<file path="src/rtl/bep_frame_sync.sv">
// bep_frame_sync: sync-word frame synchroniser for the decoded Manchester bit
// stream. Hunts for SYNC_WORD, then parses LEN, payload bytes and a CRC-8
// trailer (poly 0x07, init 0x00, MSB first). Payload bytes are forwarded as
// they complete; every frame attempt past sync ends with a frame_done status.
module bep_frame_sync #(
    parameter logic [7:0] SYNC_WORD = 8'hD5,
    parameter int         MAX_LEN   = 16,
    parameter int         TIMEOUT   = 1024
) (
    input  logic       clk,
    input  logic       rst_n,
    input  logic       bit_strobe,
    input  logic       bit_data,
    input  logic       abort,
    output logic [7:0] byte_data,
    output logic [7:0] byte_index,
    output logic       byte_valid,
    output logic       frame_done,
    output logic       frame_ok,
    output logic [1:0] frame_err,
    output logic       in_frame
);

    localparam int TW = $clog2(TIMEOUT);

    localparam logic [1:0] ERR_NONE    = 2'd0;
    localparam logic [1:0] ERR_CRC     = 2'd1;
    localparam logic [1:0] ERR_LEN     = 2'd2;
    localparam logic [1:0] ERR_TIMEOUT = 2'd3;

    typedef enum logic [1:0] {ST_HUNT, ST_LEN, ST_PAYLOAD, ST_CRC} state_t;

    state_t        state, state_nxt;
    logic [7:0]    sr, sr_nxt;
    logic [7:0]    crc, crc_nxt;
    logic [7:0]    cnt, cnt_nxt;
    logic [7:0]    len, len_nxt;
    logic [2:0]    bitcnt, bitcnt_nxt;
    // Bits seen since (re)entering HUNT, saturating at 7: a sync match needs
    // a full window of bits that all arrived while hunting.
    logic [2:0]    hunt, hunt_nxt;
    logic [TW-1:0] tcnt, tcnt_nxt;

    logic [7:0]    byte_data_nxt, byte_index_nxt;
    logic          byte_valid_nxt, frame_done_nxt, frame_ok_nxt;
    logic [1:0]    frame_err_nxt;

    logic [7:0]    sr_shift, crc_upd, cnt_inc;

    assign sr_shift = {sr[6:0], bit_data};
    assign crc_upd  = {crc[6:0], 1'b0} ^ ((crc[7] ^ bit_data) ? 8'h07 : 8'h00);
    assign cnt_inc  = cnt + 8'd1;

    // Next-state and next-output logic; priority abort > timeout > strobe.
    always_comb begin
        state_nxt      = state;
        sr_nxt         = sr;
        crc_nxt        = crc;
        cnt_nxt        = cnt;
        len_nxt        = len;
        bitcnt_nxt     = bitcnt;
        hunt_nxt       = hunt;
        tcnt_nxt       = tcnt;
        byte_data_nxt  = byte_data;
        byte_index_nxt = byte_index;
        byte_valid_nxt = 1'b0;
        frame_done_nxt = 1'b0;
        frame_ok_nxt   = frame_ok;
        frame_err_nxt  = frame_err;

        if (abort) begin
            // Silent return to HUNT; a coincident strobe is dropped.
            state_nxt  = ST_HUNT;
            sr_nxt     = 8'h00;
            crc_nxt    = 8'h00;
            cnt_nxt    = 8'h00;
            bitcnt_nxt = 3'd0;
            hunt_nxt   = 3'd0;
            tcnt_nxt   = '0;
        end else if (state != ST_HUNT && tcnt == TW'(TIMEOUT - 1) && !bit_strobe) begin
            state_nxt      = ST_HUNT;
            hunt_nxt       = 3'd0;
            tcnt_nxt       = '0;
            frame_done_nxt = 1'b1;
            frame_ok_nxt   = 1'b0;
            frame_err_nxt  = ERR_TIMEOUT;
        end else if (bit_strobe) begin
            sr_nxt   = sr_shift;
            tcnt_nxt = '0;
            if (state == ST_HUNT) begin
                if (hunt == 3'd7 && sr_shift == SYNC_WORD) begin
                    state_nxt  = ST_LEN;
                    bitcnt_nxt = 3'd0;
                    crc_nxt    = 8'h00;
                    cnt_nxt    = 8'h00;
                    hunt_nxt   = 3'd0;
                end else if (hunt != 3'd7) begin
                    hunt_nxt = hunt + 3'd1;
                end
            end else begin
                crc_nxt    = crc_upd;
                bitcnt_nxt = bitcnt + 3'd1;
                if (bitcnt == 3'd7) begin
                    case (state)
                        ST_LEN: begin
                            if (sr_shift == 8'h00) begin
                                state_nxt = ST_CRC;
                            end else if (sr_shift > 8'(MAX_LEN)) begin
                                state_nxt      = ST_HUNT;
                                hunt_nxt       = 3'd0;
                                frame_done_nxt = 1'b1;
                                frame_ok_nxt   = 1'b0;
                                frame_err_nxt  = ERR_LEN;
                            end else begin
                                len_nxt   = sr_shift;
                                state_nxt = ST_PAYLOAD;
                            end
                        end
                        ST_PAYLOAD: begin
                            byte_data_nxt  = sr_shift;
                            byte_index_nxt = cnt;
                            byte_valid_nxt = 1'b1;
                            cnt_nxt        = cnt_inc;
                            if (cnt_inc == len) begin
                                state_nxt = ST_CRC;
                            end
                        end
                        default: begin
                            // CRC trailer complete: residue over LEN..CRC must be zero.
                            state_nxt      = ST_HUNT;
                            hunt_nxt       = 3'd0;
                            frame_done_nxt = 1'b1;
                            frame_ok_nxt   = (crc_upd == 8'h00);
                            frame_err_nxt  = (crc_upd == 8'h00) ? ERR_NONE : ERR_CRC;
                        end
                    endcase
                end
            end
        end else if (state != ST_HUNT) begin
            tcnt_nxt = tcnt + TW'(1);
        end else begin
            tcnt_nxt = '0;
        end
    end

    // State, datapath and registered outputs.
    always_ff @(posedge clk) begin
        if (!rst_n) begin
            state      <= ST_HUNT;
            sr         <= 8'h00;
            crc        <= 8'h00;
            cnt        <= 8'h00;
            len        <= 8'h00;
            bitcnt     <= 3'd0;
            hunt       <= 3'd0;
            tcnt       <= '0;
            byte_data  <= 8'h00;
            byte_index <= 8'h00;
            byte_valid <= 1'b0;
            frame_done <= 1'b0;
            frame_ok   <= 1'b0;
            frame_err  <= ERR_NONE;
            in_frame   <= 1'b0;
        end else begin
            state      <= state_nxt;
            sr         <= sr_nxt;
            crc        <= crc_nxt;
            cnt        <= cnt_nxt;
            len        <= len_nxt;
            bitcnt     <= bitcnt_nxt;
            hunt       <= hunt_nxt;
            tcnt       <= tcnt_nxt;
            byte_data  <= byte_data_nxt;
            byte_index <= byte_index_nxt;
            byte_valid <= byte_valid_nxt;
            frame_done <= frame_done_nxt;
            frame_ok   <= frame_ok_nxt;
            frame_err  <= frame_err_nxt;
            in_frame   <= (state_nxt != ST_HUNT);
        end
    end

endmodule

</file>
<file path="config.mk">
export PLATFORM = sky130hd
export DESIGN_NAME = bep_frame_sync
export DESIGN_NICKNAME = d
export VERILOG_FILES = /design/src/rtl/bep_frame_sync.sv
export SDC_FILE = /design/constraint.sdc
export NUM_CORES = 1
export LEC_CHECK = 0
export CAP_MARGIN = 20
export CORE_ASPECT_RATIO = 1.4
export CORE_MARGIN = 1.5
export CORE_UTILIZATION = 62
export CTS_CLUSTER_DIAMETER = 100
export DETAILED_ROUTE_END_ITERATION = 6
export GPL_TIMING_DRIVEN = 0
export PLACE_DENSITY = 0.92
export SYNTH_ARGS = -nofsm -noshare
export SYNTH_HDL_FRONTEND = slang
export SYNTH_SLANG_ARGS = --single-unit
</file>
<file path="constraint.sdc">
create_clock -name clk -period 6.49 [get_ports clk]
set_input_delay 1.298 -clock clk [delete_from_list [all_inputs] [get_ports clk]]
set_output_delay 1.298 -clock clk [all_outputs]
set_load 0.01 [all_outputs]
</file>
==> flow_summary.ini <==
[run_status]
status = completed

[clock_tree]
clockBufferDepth = 2
cts_inserted_buffers = 9
cts_root_buf = clkbuf_8
htreeDepth = 3
holdBufCountCts = 0
insertion_delay_ns = 0.35
cts_setup_buffers = 0
cts_sinks = 71
cts_resized = 0
cts_tree = built
cts.reportedPaths.clkPinSlew_ns = 0.08

[drt]
drc = 0
vias = 2789
drt-initial-drc-count = 140
firstDrtPassIters = 4
ant_nets = 0
viasPerCell = 5.95
wl_per_cell_um = 15.7
drt_wl_total_mm = 7.38

[timing]
drv_slew = 0
slew_headroom_pct = 39.2
fin_crit_sh_pct = 48.6
post-route-min-period_ns = 3.15
finalHoldViolations = 0
setup_tns_ns = 0
timing.final.ws_setup_ns = 3.34
max_freq_mhz = 317
rsz0062_at_grt = false
worstMarginPinSlew_ns = 0.905
finalHoldWorstSlack_ns = 0.464
finalClockSkew_ns = 0.00941
setup_violations = 0

[yosys]
synth.most_common_cell = dfxtp_1
async_flop_share_pct = 0
syn-num-nets = 380
synth_commonest_cells = 71 x dfxtp_1, 44 x nand2_1, 41 x nor2_1
ys_seq_area_share_pct = 43.9
synth_top_area_cell = dfxtp_1
synth_area_leaders = dfxtp_1 44%, nand2_1 5.1%, nor2_1 4.8%, mux2i_1 4.3%, ha_1 4.3%
synth_area_mm2 = 0.00324
yosysWarnings = 0
synth_edf_count = 0
ys.flop_type = dfxtp_1
yosys.area.top_type_share_pct = 43.9
ys_types = 50
synth.ff_latch_count = 71
syn-mean-instance-area_um2 = 8.89
synth_cells = 364

[final_layout]
fillers = 338
syn2layout_area_growth_pct = 16.0
drive_gt1_share_pct = 4.69
fin_area_mm2 = 0.00375
regArea_mm2 = 0.00142
layout.nets = 416
antenna_cells = 0
multi_input_area_mm2 = 0.00170

[setup_path]
criticalPathCategory = in -> reg
worst-path-buf-inv = 3
required_ns = 6.77
slowest_delay_ns = 0.56
path_max_fanout = 10
crit_family = buffers and inverters
end_kind = flop
path_cells = clkdlybuf4s50_1 -> nor2b_1 -> clkbuf_1 -> nor2_1 -> clkbuf_1 -> a22oi_1 -> nor2_1
arrival_ns = 3.43
crit_path_start_kind = input pin
crit_slowest_cell = nor2_1

[grt]
grt_pass1_wl_mm = 12.4
grt_usage_pct = 28.5
grt_max_degree = 13
antenna_found_initial = 0
grt_pass1_vias = 2759
grt-ovfl-total = 0

[floorplan]
pin_count = 27
dieWidth_um = 64.1
row_count = 30
core_mm2 = 0.00492
chipHeight_um = 88.5
die_area_mm2 = 0.00567
start_util_pct = 65.8

[place]
pre_cts_ws_ns = 3.03
place.gp.congestion = 0.917
placed_area_mm2 = 0.00357
dp.final_hpwl_mm = 5.17
port_buffers = 25

[power_and_ir_drop]
p_int_mw = 0.621
combPwrFrac_pct = 2.8
power_frac_clock_pct = 42.6
power_mw = 0.799
powerDensity_mw_per_mm2 = 213
seq_power_share_pct = 54.6
vdd_drop_max_mv = 0.160
power.leakage_nw = 1.38
p_sw_share_pct = 22.3
netSwitchingPower_mw = 0.178

[flow_run]
drv_cap = 0

[worst_hold_path]
hp-class = reg -> reg
sequential cells by signal (all words and copies together) (netlist names), 2 cells and up:
name        count
bitcnt          3
byte_data       8
byte_index      8
cnt             8
crc             8
frame_err       2
hunt            3
len             8
sr              7
state           2
tcnt           10
per-layer routing:
layer / routed length, um / global-route usage [%] / share of wire (%)
met5: 0 / 0 / 0
met4: 308 / 18.6 / 4.2
met3: 324 / 5.09 / 4.4
met2: 3690 / 49.5 / 50
met1: 3050 / 32.1 / 41
final cells by class:
| type | count | area share (%) |
|---|---|---|
| Sequential cell | 71 | 37.9 |
| Tap cell | 64 | 2.13 |
| Timing Repair Buffer | 25 | 6.66 |
| Buffer | 21 | 2.50 |
| Multi-Input combinational cell | 266 | 45.2 |
| Clock inverter | 6 | 1.63 |
| Inverter | 6 | 0.600 |
| Clock buffer | 10 | 3.40 |
metrics by stage:
step / utilization (%) / cells
after floorplan: - / 364
after detailed placement: 72.5 / 453
after CTS: 76.4 / 469
after global placement: 72.5 / 453
final: 76.4 / 469
after global routing: 76.4 / 469
power groups by stage:
stage          registers [mW]  logic [mW]  clock network [mW]
2_1_floorplan           0.447      0.0145                   0
3_3_place_gp            0.447      0.0210                   0
3_5_place_dp            0.447      0.0213                   0
4_1_cts                 0.437      0.0218               0.342
5_1_grt                 0.437      0.0237               0.361
6_report                0.437      0.0220               0.340
layout by cell type (no fill, tap or decap), types with 7 or more instances in the layout:
master / count
a21boi_0: 7
a21boi_1: 10
a21oi_1: 19
a22oi_1: 8
and3_1: 7
clkbuf_1: 17
clkbuf_8: 9
clkdlybuf4s50_1: 25
dfxtp_1: 71
ha_1: 11
mux2i_1: 14
nand2_1: 44
nand3_1: 8
nor2_1: 41
nor2b_1: 8
o21ai_1: 7
xnor2_1: 10
xor2_1: 10
path summary, 6_finish.rpt:
| path | endpoint | start | slack (ns) | cells past startpoint |
|---|---|---|---|---|
| setup reg to reg | byte_index[3]$_SDFFE_PN0P_ | bitcnt[0]$_SDFFE_PP0P_ | 3.87 | 8 |
| hold / removal | byte_index[2]$_SDFFE_PN0P_ | byte_index[2]$_SDFFE_PN0P_ | 0.46 | 2 |
| hold reg to reg | byte_index[2]$_SDFFE_PN0P_ | byte_index[2]$_SDFFE_PN0P_ | 0.46 | 2 |
| setup / recovery | crc[1]$_SDFFE_PP0P_ | bit_strobe | 3.34 | 7 |
logic make-up after synthesis:
kind of cell / after synthesis / share of synthesized area [%]
simple gates: 145 / 22.2
compound gates: 74 / 15.3
flops: 71 / 43.9
buf+inv: 27 / 3.60
xor+xnor: 21 / 6.11
mux: 15 / 4.68
fa+ha+maj: 11 / 4.25
worst min-delay path, cell delays in order (launching register included):
cell	delay [ns]
dfxtp_1	0.32
nand2_1	0.05
a21boi_1	0.05
Note: power is estimated with default switching activity, not from simulation.
